--- config.mk ---
export PLATFORM = sky130hd
export DESIGN_NAME = activation_pipe_flat
export DESIGN_NICKNAME = d
export VERILOG_FILES = /design/src/rtl/activation_pipe_if.sv /design/src/rtl/activation_pipe.sv /design/src/flat_wrapper.sv
export SDC_FILE = /design/constraint.sdc
export NUM_CORES = 2
export LEC_CHECK = 0
export CAP_MARGIN = 40
export CORE_MARGIN = 5
export CORE_UTILIZATION = 53
export DETAILED_ROUTE_END_ITERATION = 6
export PLACE_DENSITY = 0.7
export SKIP_CTS_REPAIR_TIMING = 1
export SLEW_MARGIN = 20
export SYNTH_ARGS = -nofsm -noshare
export SYNTH_HDL_FRONTEND = slang
export SYNTH_SLANG_ARGS = --single-unit
--- constraint.sdc ---
create_clock -name clk -period 21.1 [get_ports clk]
set_clock_uncertainty 0.05 [all_clocks]
set_input_delay 4.22 -clock clk [delete_from_list [all_inputs] [get_ports clk]]
set_output_delay 4.22 -clock clk [all_outputs]
set_load 0.05 [all_outputs]
--- src/rtl/activation_pipe_if.sv ---
// Stream bundle for one side of the activation pipe: valid/ready handshake,
// a 2-bit mode tag and LANES packed signed lanes.
interface activation_pipe_if #(
    parameter int N     = 16,
    parameter int LANES = 4
);
    logic                 valid;
    logic                 ready;
    logic [1:0]           mode;
    logic [LANES*N-1:0]   data;

    // A beat transfers on a rising edge where valid && ready; the producer holds
    // mode/data stable while valid is high and ready is low.
    modport master (output valid, output mode, output data, input ready);
    modport slave  (input valid, input mode, input data, output ready);
endinterface

--- src/rtl/activation_pipe.sv ---
// Three-stage SIMD activation unit: identity / PWL sigmoid / SiLU / ReLU per beat,
// with a single global stall derived from the output handshake.
module activation_pipe #(
    parameter int N     = 16,
    parameter int R     = 6,
    parameter int LANES = 4
) (
    input  logic                clk,
    input  logic                rst_n,
    activation_pipe_if.slave    in_if,
    activation_pipe_if.master   out_if
);
    localparam logic [N-1:0] ONE     = N'(2 ** R);
    localparam logic [N-1:0] T_SEG3  = N'(5 * 2 ** R);
    localparam logic [N-1:0] T_SEG2  = N'(19 * 2 ** (R - 3));
    localparam logic [N-1:0] C_SEG2  = N'(27 * 2 ** (R - 5));
    localparam logic [N-1:0] C_SEG1  = N'(5 * 2 ** (R - 3));
    localparam logic [N-1:0] C_SEG0  = N'(2 ** (R - 1));
    localparam logic [N-1:0] MAX_POS = {1'b0, {(N-1){1'b1}}};
    localparam logic [N-1:0] MIN_NEG = {1'b1, {(N-1){1'b0}}};
    localparam logic signed [2*N-1:0] SAT_HI = {{(N+1){1'b0}}, {(N-1){1'b1}}};
    localparam logic signed [2*N-1:0] SAT_LO = {{(N+1){1'b1}}, {(N-1){1'b0}}};

    localparam logic [1:0] MODE_ID   = 2'b00;
    localparam logic [1:0] MODE_SIG  = 2'b01;
    localparam logic [1:0] MODE_SILU = 2'b10;

    // The most negative input has no positive twin, so its magnitude clamps.
    function automatic logic [N-1:0] abs_sat(input logic [N-1:0] x);
        if (x == MIN_NEG)
            return MAX_POS;
        else if (x[N-1])
            return -x;
        else
            return x;
    endfunction

    function automatic logic [1:0] seg_sel(input logic [N-1:0] a);
        if (a >= T_SEG3)
            return 2'd3;
        else if (a >= T_SEG2)
            return 2'd2;
        else if (a >= ONE)
            return 2'd1;
        else
            return 2'd0;
    endfunction

    function automatic logic [N-1:0] sigmoid(input logic [N-1:0] x, input logic [N-1:0] a,
                                             input logic [1:0] seg);
        logic [N-1:0] p;
        case (seg)
            2'd3:    p = ONE;
            2'd2:    p = (a >> 5) + C_SEG2;
            2'd1:    p = (a >> 3) + C_SEG1;
            default: p = (a >> 2) + C_SEG0;
        endcase
        return x[N-1] ? ONE - p : p;
    endfunction

    function automatic logic [N-1:0] silu(input logic signed [N-1:0] x,
                                          input logic signed [N-1:0] s);
        logic signed [2*N-1:0] prod;
        logic signed [2*N-1:0] sh;
        prod = (2*N)'(x) * (2*N)'(s);
        sh   = prod >>> R;
        if (sh > SAT_HI)
            return SAT_HI[N-1:0];
        else if (sh < SAT_LO)
            return SAT_LO[N-1:0];
        else
            return sh[N-1:0];
    endfunction

    function automatic logic [N-1:0] mode_mux(input logic [1:0] m, input logic [N-1:0] x,
                                              input logic [N-1:0] s);
        case (m)
            MODE_ID:   return x;
            MODE_SIG:  return s;
            MODE_SILU: return silu(x, s);
            default:   return x[N-1] ? '0 : x;
        endcase
    endfunction

    logic                s1_v, s2_v, s3_v;
    logic [1:0]          s1_mode, s2_mode, s3_mode;
    logic [N-1:0]        s1_x [LANES];
    logic [N-1:0]        s1_a [LANES];
    logic [1:0]          s1_seg [LANES];
    logic [N-1:0]        s2_x [LANES];
    logic [N-1:0]        s2_s [LANES];
    logic [LANES*N-1:0]  s3_data;
    logic                stall;

    // Any stall freezes all three stages together, so bubbles are never squeezed out.
    assign stall        = s3_v && !out_if.ready;
    assign in_if.ready  = !stall;
    assign out_if.valid = s3_v;
    assign out_if.mode  = s3_mode;
    assign out_if.data  = s3_data;

    always_ff @(posedge clk or negedge rst_n) begin
        if (!rst_n) begin
            s1_v    <= 1'b0;
            s2_v    <= 1'b0;
            s3_v    <= 1'b0;
            s1_mode <= '0;
            s2_mode <= '0;
            s3_mode <= '0;
            s3_data <= '0;
            for (int i = 0; i < LANES; i++) begin
                s1_x[i]   <= '0;
                s1_a[i]   <= '0;
                s1_seg[i] <= '0;
                s2_x[i]   <= '0;
                s2_s[i]   <= '0;
            end
        end else if (!stall) begin
            s1_v    <= in_if.valid;
            s2_v    <= s1_v;
            s3_v    <= s2_v;
            s1_mode <= in_if.mode;
            s2_mode <= s1_mode;
            s3_mode <= s2_mode;
            for (int i = 0; i < LANES; i++) begin
                s1_x[i]            <= in_if.data[i*N +: N];
                s1_a[i]            <= abs_sat(in_if.data[i*N +: N]);
                s1_seg[i]          <= seg_sel(abs_sat(in_if.data[i*N +: N]));
                s2_x[i]            <= s1_x[i];
                s2_s[i]            <= sigmoid(s1_x[i], s1_a[i], s1_seg[i]);
                s3_data[i*N +: N]  <= mode_mux(s2_mode, s2_x[i], s2_s[i]);
            end
        end
    end
endmodule
--- src/flat_wrapper.sv ---
// flat-port wrapper written by rule: the top's interface ports become plain ports
module activation_pipe_flat 
#(
    parameter int N     = 16,
    parameter int R     = 6,
    parameter int LANES = 4
)
  (clk, rst_n, in_if_valid, in_if_mode, in_if_data, in_if_ready, out_if_valid, out_if_mode, out_if_data, out_if_ready);
  activation_pipe_if #(.N(N), .LANES(LANES)) in_if_i ();
  activation_pipe_if #(.N(N), .LANES(LANES)) out_if_i ();
  input  logic clk;
  input  logic rst_n;
  input wire logic [$bits(in_if_i.valid)-1:0] in_if_valid;
  input wire logic [$bits(in_if_i.mode)-1:0] in_if_mode;
  input wire logic [$bits(in_if_i.data)-1:0] in_if_data;
  output wire logic [$bits(in_if_i.ready)-1:0] in_if_ready;
  output wire logic [$bits(out_if_i.valid)-1:0] out_if_valid;
  output wire logic [$bits(out_if_i.mode)-1:0] out_if_mode;
  output wire logic [$bits(out_if_i.data)-1:0] out_if_data;
  input wire logic [$bits(out_if_i.ready)-1:0] out_if_ready;
  assign in_if_i.valid = in_if_valid;
  assign in_if_i.mode = in_if_mode;
  assign in_if_i.data = in_if_data;
  assign in_if_ready = in_if_i.ready;
  assign out_if_valid = out_if_i.valid;
  assign out_if_mode = out_if_i.mode;
  assign out_if_data = out_if_i.data;
  assign out_if_i.ready = out_if_ready;
  activation_pipe #(.N(N), .R(R), .LANES(LANES)) u_core (.clk(clk), .rst_n(rst_n), .in_if(in_if_i), .out_if(out_if_i));
endmodule
==> metrics.yaml <==
status: "finished, violations left"
violations: "design-rule violations"
overflow: 0
grt_pass1_wl_mm: 256.0
min_path_type: "reg -> reg"
insertion_delay_ns: 0.62
period_needed_ns: 10.98
worstMarginPinSlew_ns: 0.8952
synth_warnings: 0
yosys-top-cells-count: "1,243 x inv_1, 1,044 x fa_1, 1,035 x nand2_1, 507 x and2_1, 349 x clkbuf_1"
vias: 46050
yosysSeqAreaShare_pct: 13.88
yosysUniqueCellTypes: 93
yosysTopAreaCell: "fa_1"
htreeDepth: 2
io_pins: 138
syn_nets: 8314
setup_tns_ns: 0
die_w_um: 344.6
grt_pass1_vias: 48620
ys_ff_latch: 329
synth_top_area_share_pct: 35.23
setup_viol: 0
finalHoldViolations: 0
clk_pin_slew_ns: 0.06
fmax_mhz: 91.04
end_kind: "output port"
antenna_found_initial: 10
dieArea_mm2: 0.1187
drv_cap: 0
grt_max_degree: 147
routed_wl_mm: 154.7
syn_avg_cell_area_um2: 8.653
clockBufferDepth: 3
clock-sinks: 329
fp.dieH_um: 344.6
synth_flop_cell: "dfrtp_1"
fin_crit_sh_pct: 52.06
cts_tree: "built"
slew_headroom_pct: 40.00
synth-async-reset-ratio_pct: 100.0
nNetsFinal: 8165
critPathKind: "in -> out"
arrival_ns: 6.71
nFillCells: 9987
syn_to_final_growth_pct: 6.387
start_util_pct: 53.46
numCtsBuffers: 40
numPortBuffers: 137
grt_usage_pct: 26.74
cp_max_fo: 146
rows: 122
gp_congestion: 0.9186
yosys-top-cells-area: "fa_1 35%, dfrtp_1 14%, inv_1 7.9%"
rsz0062_at_grt: "no"
synth_most_common_cell: "inv_1"
synth_edf_count: 0
core_mm2: 0.1110
drcViolationCount: 9
drv_slew: 0
root_buffer: "clkbuf_16"
drtIter0Drc: 3299
wl_per_cell_um: 18.80
start_kind: "input pin"
ant_nets: 0
worstPathRequired_ns: 16.83
drive_gt1_share_pct: 2.716
syn_area_mm2: 0.05932
synthCells: 6856
via_per_inst: 5.596
firstDrtPassIters: 7
dp_hpwl_mm: 118.2
through the flow:
step / util, % / instance area [um^2] / cells / setup slack (ns) / hold slack [ns]
3_3_place_gp: 55.27 / 61330 / 8123 / 10.13 / 0.3988
5_1_grt: 56.86 / 63100 / 8226 / 10.00 / 0.4369
6_report: 56.87 / 63110 / 8230 / 10.12 / 0.4081
4_1_cts: 56.61 / 62830 / 8208 / 10.13 / 0.4057
3_5_place_dp: 55.41 / 61490 / 8135 / 10.13 / 0.4022
2_1_floorplan: - / 59320 / 6856 / 11.27 / 0.3800
routing by layer:
metal  track usage (%)  vias to the layer above  share of wire, %
met4             8.116                        6               3.3
met1             35.88                    23300                42
met3             4.439                      279               7.1
met5                 0                        -             0.021
met2             44.90                     1460                48
li1                  -                    21010                 -
final timing paths:
check	depth (start not counted)	end	start	slack, ns
setup / recovery	5	in_if_ready	out_if_ready	10.12
hold / removal	2	u_core.s2_x[21]	u_core.s1_x[21]	0.41
setup reg to reg	23	u_core.out_if.data[0]	u_core.s2_x[63]	12.83
hold reg to reg	2	u_core.s2_x[21]	u_core.s1_x[21]	0.41
max in group asynchronous	4	u_core.s2_x[37]	rst_n	16.00
min in group asynchronous	1	u_core.s1_x[2]	rst_n	3.54
cell usage in the layout, fill, tap and decap left out, types with 31 or more instances in the layout:
cell             Yosys  routed
and2_1             507     507
dfrtp_1            329     327
nand4_1             40      40
nor2_1             320     320
inv_1             1243    1242
o21ai_0            192     192
nand3_1             73      73
nor2b_1             36      34
nand2_1           1035    1035
a31oi_1             55      55
a21o_1              31      31
o211ai_1            50      50
nor3_1              55      54
a21oi_1            242     242
xor2_1             123     123
nand2b_1            60      60
clkdlybuf4s50_1      0     136
buf_4                1      32
clkbuf_16            0      40
xnor2_1            176     176
fa_1              1044    1044
ha_1               344     344
mux2i_1             39      39
critical path: stages:
cell and delay (ns):
clkdlybuf4s50_1 0.50, nor2b_4 0.05, buf_12 0.25, inv_8 0.63, clkdlybuf4s50_1 0.94
kinds of logic (layout without fill, tap and decap cells):
logic type	count (synthesis)	in the layout	share of synthesized area, %
AOI/OAI and AO/OA	893	893	9.888
DFF	329	329	13.88
and+or+nand+nor	2266	2266	18.11
other	0	4	0
xor gates and xnor gates	299	299	4.414
adders and majority gates	1388	1388	42.49
muxes	49	49	0.8479
buffers and inverters	1632	1514	10.38
cell type report:
| class | count | area [um^2] | area share (%) |
|---|---|---|---|
| clock buffers | 49 | 1085 | 1.719 |
| repair buffers | 196 | 2039 | 3.232 |
| multi-input cells | 4895 | 44950 | 71.22 |
| clock inverters | 24 | 250.2 | 0.3965 |
| diodes | 4 | 10.01 | 0.01586 |
| well taps | 1488 | 1862 | 2.950 |
| inverters | 1245 | 4681 | 7.417 |
| flip-flops and latches | 329 | 8235 | 13.05 |
sequential cells by signal, summed over array words and instances (netlist names):
name,cells
u_core.s1_seg,8
u_core.out_if.mode,2
u_core.out_if.data,64
u_core.s1_mode,2
u_core.s2_v,1
u_core.s1_a,56
u_core.s2_s,64
u_core.s1_v,1
u_core.s2_x,64
u_core.s1_x,64
u_core.out_if.valid,1
u_core.s2_mode,2
Power is left out: the tool's default activity adds up to more than one toggle a clock period on the data nets, which glitch-free logic cannot reach.
